[src/rtl/shift_seq_unit_pkg.sv]
// Shared constants for the sequential shifter and the instruction decoder.
// Latency: n/a (types, limits and a step-count helper only).
// Backpressure: n/a.
package shift_seq_unit_pkg;

   // Shift-type field encoding (Sh)
   typedef enum logic [1:0] {
      SH_LSL = 2'b00,
      SH_LSR = 2'b01,
      SH_ASR = 2'b10,
      SH_ROR = 2'b11
   } sh_t;

   // Sequencer states
   typedef enum logic [1:0] {
      ST_IDLE  = 2'd0,
      ST_SHIFT = 2'd1,
      ST_DONE  = 2'd2
   } state_t;

   // Beyond these step counts the logical/arithmetic results stop changing
   localparam int SAT_LOGICAL = 33;
   localparam int SAT_ARITH   = 32;

   // Number of 1-bit steps needed for a register-specified amount
   function automatic logic [5:0] step_count(input sh_t sh, input logic [7:0] n);
      logic [5:0] k;
      case (sh)
         SH_LSL, SH_LSR: k = (n > 8'(SAT_LOGICAL)) ? 6'(SAT_LOGICAL) : n[5:0];
         SH_ASR:         k = (n > 8'(SAT_ARITH))   ? 6'(SAT_ARITH)   : n[5:0];
         default:        k = {1'b0, n[4:0]};
      endcase
      return k;
   endfunction

endpackage

[src/rtl/shift_seq_unit_if.sv]
// Request/result bundle of the sequential shifter.
// Latency: n/a (wiring only).
// Backpressure: none; requests presented outside IDLE are dropped by the slave.
interface shift_seq_unit_if;
   logic        Start;
   logic [1:0]  Sh;
   logic [7:0]  ShAmt8;
   logic [31:0] ShIn;
   logic        CarryIn;
   logic [31:0] ShOut;
   logic        CarryOut;
   logic        Busy;
   logic        Done;

   modport master (
      output Start, Sh, ShAmt8, ShIn, CarryIn,
      input  ShOut, CarryOut, Busy, Done
   );

   modport slave (
      input  Start, Sh, ShAmt8, ShIn, CarryIn,
      output ShOut, CarryOut, Busy, Done
   );
endinterface

[src/rtl/shift_step_1bit.sv]
// One-position shift/rotate of a 32-bit value with the carry it produces.
// Latency: combinational.
// Backpressure: none.
module shift_step_1bit
   import shift_seq_unit_pkg::*;
(
   input  sh_t         sh,
   input  logic [31:0] val_in,
   output logic [31:0] val_out,
   output logic        carry
);

   // Select the single-bit move and the bit that falls out of it
   always_comb begin
      val_out = val_in;
      carry   = 1'b0;
      case (sh)
         SH_LSL: begin val_out = {val_in[30:0], 1'b0};      carry = val_in[31]; end
         SH_LSR: begin val_out = {1'b0, val_in[31:1]};      carry = val_in[0];  end
         SH_ASR: begin val_out = {val_in[31], val_in[31:1]}; carry = val_in[0];  end
         SH_ROR: begin val_out = {val_in[0], val_in[31:1]};  carry = val_in[0];  end
         default: begin val_out = val_in; carry = 1'b0; end
      endcase
   end

endmodule

[src/rtl/shift_seq_unit.sv]
// Sequential shifter: one bit per clock, saturating the step count at 32/33.
// Latency: k+1 clocks from the accepting edge to Done (k = step count, max 33).
// Backpressure: Start is taken only in IDLE; pulses while Busy are dropped.
module shift_seq_unit
   import shift_seq_unit_pkg::*;
(
   input  logic              CLK,
   input  logic              RESET,
   shift_seq_unit_if.slave   bus
);

   state_t      state;
   state_t      state_nxt;
   logic [5:0]  cnt;
   logic [31:0] val;
   logic        carry;
   sh_t         sh_q;
   logic [31:0] step_val;
   logic        step_carry;
   logic [5:0]  k_req;

   assign k_req = step_count(sh_t'(bus.Sh), bus.ShAmt8);

   shift_step_1bit u_step (
      .sh      (sh_q),
      .val_in  (val),
      .val_out (step_val),
      .carry   (step_carry)
   );

   // Next-state: zero-step requests skip straight to DONE
   always_comb begin
      state_nxt = state;
      case (state)
         ST_IDLE:  if (bus.Start) state_nxt = (k_req == 6'd0) ? ST_DONE : ST_SHIFT;
         ST_SHIFT: if (cnt == 6'd1) state_nxt = ST_DONE;
         ST_DONE:  state_nxt = ST_IDLE;
         default:  state_nxt = ST_IDLE;
      endcase
   end

   // State register
   always_ff @(posedge CLK) begin
      if (RESET) state <= ST_IDLE;
      else       state <= state_nxt;
   end

   // Operand capture on acceptance, then one step per SHIFT cycle
   always_ff @(posedge CLK) begin
      if (RESET) begin
         cnt   <= 6'd0;
         val   <= 32'd0;
         carry <= 1'b0;
         sh_q  <= SH_LSL;
      end else begin
         case (state)
            ST_IDLE: if (bus.Start) begin
               sh_q <= sh_t'(bus.Sh);
               val  <= bus.ShIn;
               cnt  <= k_req;
               // Only matters when no step runs: n=0 keeps C, a ROR by a
               // non-zero multiple of 32 reports bit 31.
               carry <= (bus.ShAmt8 == 8'd0) ? bus.CarryIn : bus.ShIn[31];
            end
            ST_SHIFT: begin
               val   <= step_val;
               carry <= step_carry;
               cnt   <= cnt - 6'd1;
            end
            default: ;
         endcase
      end
   end

   assign bus.ShOut    = val;
   assign bus.CarryOut = carry;
   assign bus.Busy     = (state != ST_IDLE);
   assign bus.Done     = (state == ST_DONE);

endmodule

[src/flat_wrapper.sv]
// flat-port wrapper written by rule: the top's interface ports become plain ports
module shift_seq_unit_flat import shift_seq_unit_pkg::*;
  (CLK, RESET, bus_Start, bus_Sh, bus_ShAmt8, bus_ShIn, bus_CarryIn, bus_ShOut, bus_CarryOut, bus_Busy, bus_Done);
  shift_seq_unit_if bus_i ();
  input  logic CLK;
  input  logic RESET;
  input wire logic [$bits(bus_i.Start)-1:0] bus_Start;
  input wire logic [$bits(bus_i.Sh)-1:0] bus_Sh;
  input wire logic [$bits(bus_i.ShAmt8)-1:0] bus_ShAmt8;
  input wire logic [$bits(bus_i.ShIn)-1:0] bus_ShIn;
  input wire logic [$bits(bus_i.CarryIn)-1:0] bus_CarryIn;
  output wire logic [$bits(bus_i.ShOut)-1:0] bus_ShOut;
  output wire logic [$bits(bus_i.CarryOut)-1:0] bus_CarryOut;
  output wire logic [$bits(bus_i.Busy)-1:0] bus_Busy;
  output wire logic [$bits(bus_i.Done)-1:0] bus_Done;
  assign bus_i.Start = bus_Start;
  assign bus_i.Sh = bus_Sh;
  assign bus_i.ShAmt8 = bus_ShAmt8;
  assign bus_i.ShIn = bus_ShIn;
  assign bus_i.CarryIn = bus_CarryIn;
  assign bus_ShOut = bus_i.ShOut;
  assign bus_CarryOut = bus_i.CarryOut;
  assign bus_Busy = bus_i.Busy;
  assign bus_Done = bus_i.Done;
  shift_seq_unit u_core (.CLK(CLK), .RESET(RESET), .bus(bus_i));
endmodule
[config.mk]
export PLATFORM = sky130hd
export DESIGN_NAME = shift_seq_unit_flat
export DESIGN_NICKNAME = d
export VERILOG_FILES = /design/src/rtl/shift_seq_unit_pkg.sv /design/src/rtl/shift_seq_unit_if.sv /design/src/rtl/shift_step_1bit.sv /design/src/rtl/shift_seq_unit.sv /design/src/flat_wrapper.sv
export SDC_FILE = /design/constraint.sdc
export NUM_CORES = 1
export LEC_CHECK = 0
export CAP_MARGIN = 25
export CELL_PAD_IN_SITES_DETAIL_PLACEMENT = 0
export CELL_PAD_IN_SITES_GLOBAL_PLACEMENT = 1
export CORE_AREA = 5 5 82 84
export DETAILED_ROUTE_END_ITERATION = 8
export DIE_AREA = 0 0 87 89
export DONT_BUFFER_PORTS = 1
export PLACE_DENSITY = 0.72
export SLEW_MARGIN = 25
export SYNTH_ARGS = -nofsm -noshare
export SYNTH_HDL_FRONTEND = slang
export SYNTH_SLANG_ARGS = --single-unit
[constraint.sdc]
create_clock -name CLK -period 1.65 [get_ports CLK]
set_clock_uncertainty 0.1 [all_clocks]
set_input_delay 0.33 -clock CLK [delete_from_list [all_inputs] [get_ports CLK]]
set_output_delay 0.33 -clock CLK [all_outputs]
set_load 0.05 [all_outputs]
==> flow_summary.yaml <==
worst_setup_path:
  arrival_ps: 1130
  path_class: "reg -> out"
  worstPathCellList: "or2_2"
  regToRegSetupSlack_ps: 140
  end_kind: "primary output"
  rr_startpoint: "u_core.state[1]"
  startpoint: "u_core.state[0]"
  crit_fanout: 8
  crit_family: "simple AND/OR/NAND/NOR gates"
  worstPathRequired_ps: 1220
  crit_slowest_cell: "or2_2"
  cp-start-kind: "flip-flop"
  path_buf_inv: 0
  cpPeakStageDelay_ps: 450
  crit_path_end: "bus_Busy"
  cp.depth: 1
  r2r_end: "u_core.bus.ShOut[3]"
  r2r_cells: 4
power:
  ir_drop_v: 0.000447
  comb_power_share_pct: 33.5
  clkPwrFrac_pct: 23.4
  p_leak_nw: 1.31
  swShare_pct: 36.9
  power.total_w: 0.00291
  seq_power_share_pct: 43.1
  switching_power_w: 0.00107
  power.density_nw_per_um2: 1030
  p_int_w: 0.00184
clocking:
  cts_tree: "built"
  clk-insertion-delay-late_ps: 290
  h-tree-depth: 2
  cts_setup_buffers: 0
  cts.sinks: 43
  clockBufferDepth: 2
  clk_pin_slew_ps: 80
  numCtsBuffers: 5
  cts_root_buffer: "clkbuf_8"
job:
  max_cap_violations: 0
drt:
  ant_nets: 0
  vias_per_cell: 5.53
  drc: 0
  dr.pass1.iters: 5
  routedWlPerCell_um: 16.8
  drt_iter0_drc: 106
  vias: 2097
  wirelength_mm: 6.37
finish:
  diodes: 0
  seq_area_um2: 861
  multi_input_area_um2: 1390
  final_nets: 352
  drive_above_1_share_pct: 21.4
  utilization_pct: 48.5
  final_cell_mix: "dfxtp_1 (43), nand2_1 (42), buf_4 (39)"
  final_common_cell: "dfxtp_1"
  area_growth_pct: 22.7
  num-fill-cells: 599
synth:
  async_flop_share_pct: 0
  syn_avg_cell_area_um2: 8.56
  synth-edff-count: 0
  synth.cell_area_um2: 2310
  ys_ff_latch: 43
  yosysWarnings: 0
  ys_seq_area_share_pct: 37.2
  synth_fp_nets: 318
  synth_flop_cell: "dfxtp_1"
  yosysUniqueCellTypes: 39
  postSynthCellCount: 270
grt:
  grt.overflow.total: 0
  grt_pass1_vias: 2001
  grt_pass1_wl_mm: 9.89
  grt_max_degree: 37
  antenna_found_initial: 0
  track_usage_pct: 16.1
placed_design:
  place_ws_ps: -23.5
  post-dp-hpwl_mm: 4.51
  port_buffers: 0
  gp_congestion: 0.763
timing:
  setup_violations: 0
  tns_ps: 0
  slew_violations: 0
  worstMarginPinSlew_ps: 571
  max_freq_mhz: 639
  hold_violations: 0
  setup_ws_ps: 85.5
  grt_setup_unrepaired: "no"
  maxSlewHeadroom_pct: 61.9
  timing.final.crit_share_pct: 94.8
  min_period_ps: 1560
floorplan:
  top_level_ports: 81
  die_width_um: 87
  core_um2: 5850
  die_area_um2: 7740
  rows: 28
  floorplan.initialDensity_pct: 39.5
  die_y_um: 89
run_status:
  run_status: "finished clean"
worst_hold_path:
  hp-start: "RESET"
  hp-class: "in -> reg"
[stage by stage]
| step | instance area [um2] | hold WS, ps | std cells |
|---|---|---|---|
| floorplan | 2310 | 313 | 270 |
| global placement | 2710 | 302 | 370 |
| detailed placement | 2710 | 303 | 370 |
| CTS | 2810 | 6.96 | 378 |
| global route | 2840 | 1.09 | 379 |
| finish | 2840 | 12.2 | 379 |
[how the worst min path moves through the flow]
stage	to	slack, ps	cells past startpoint
after floorplan	u_core.cnt[1]	310	1
after CTS	u_core.bus.ShOut[0]	7	1
final	u_core.bus.ShOut[0]	10	1
after global routing	u_core.bus.ShOut[0]	1	1
after global placement	u_core.cnt[0]	300	1
after detailed placement	u_core.cnt[0]	300	1
[state kept, by name (all words and copies together), names as in the netlist]
name / cells
u_core.cnt: 6
u_core.state: 2
u_core.sh_q: 2
u_core.bus.CarryOut: 1
u_core.bus.ShOut: 32
[cell usage after synthesis, drive strengths merged (2+ instances only)]
cell	count	share of area, %
a2111oi	3	1.9
a21o	2	0.65
a21oi	12	2.6
a22o	30	11
buf	4	0.87
clkbuf	15	2.4
dfxtp	43	37
ha	2	1.1
inv	2	0.32
mux2i	31	13
nand2	42	6.8
nand2b	3	0.81
nand3	2	0.43
nor2	13	2.2
nor2b	2	0.54
nor3	3	0.65
nor3b	4	1.5
o21ai	36	7.8
o22ai	3	0.81
or2	2	0.54
[kinds of logic (layout without fill, tap and decap cells)]
family | count (synthesis) | after routing | synth area share (%)
AO/OA/AOI/OAI | 95 | 95 | 28.6
adder cells (fa/ha/maj) | 2 | 2 | 1.08
buffers and inverters | 21 | 55 | 3.63
flip-flops | 43 | 43 | 37.2
multiplexers | 32 | 32 | 13.9
AND/OR/NAND/NOR | 77 | 77 | 15.5
[routing by layer]
layer / GRT usage [%] / vias to the layer above / part of all wire, % / routed length, um
met5: 0 / - / 0 / 0
met1: 22.3 / 962 / 46 / 2900
li1: - / 1057 / - / -
met2: 24.8 / 73 / 45 / 2890
met3: 4.24 / 5 / 8.0 / 507
met4: 4.25 / 0 / 1.1 / 67
[final cells by class]
class                   instances  area share [%]
repair buffers                 46            13.9
inverters                       2           0.265
well taps                      75            3.31
multi-input cells             206            49.0
clock inverters                 1           0.177
clock buffers                   6            2.91
flip-flops and latches         43            30.4
[what timing repair did]
action                     4_1_cts  5_1_grt
setup endpoints to repair        0       18
hold buffers                     1        1
hold endpoints to repair         5        1
gates resized for setup          0        4
[power groups by stage]
stage	Sequential [W]	Clock, W	Combinational [W]
after floorplan	0.00151	0	0.000444
after global placement	0.00128	0	0.000957
final	0.00126	0.000682	0.000975
after global routing	0.00128	0.000751	0.00105
after detailed placement	0.00128	0	0.000964
after CTS	0.00126	0.000694	0.000971
(Power assumes the default switching activity.)
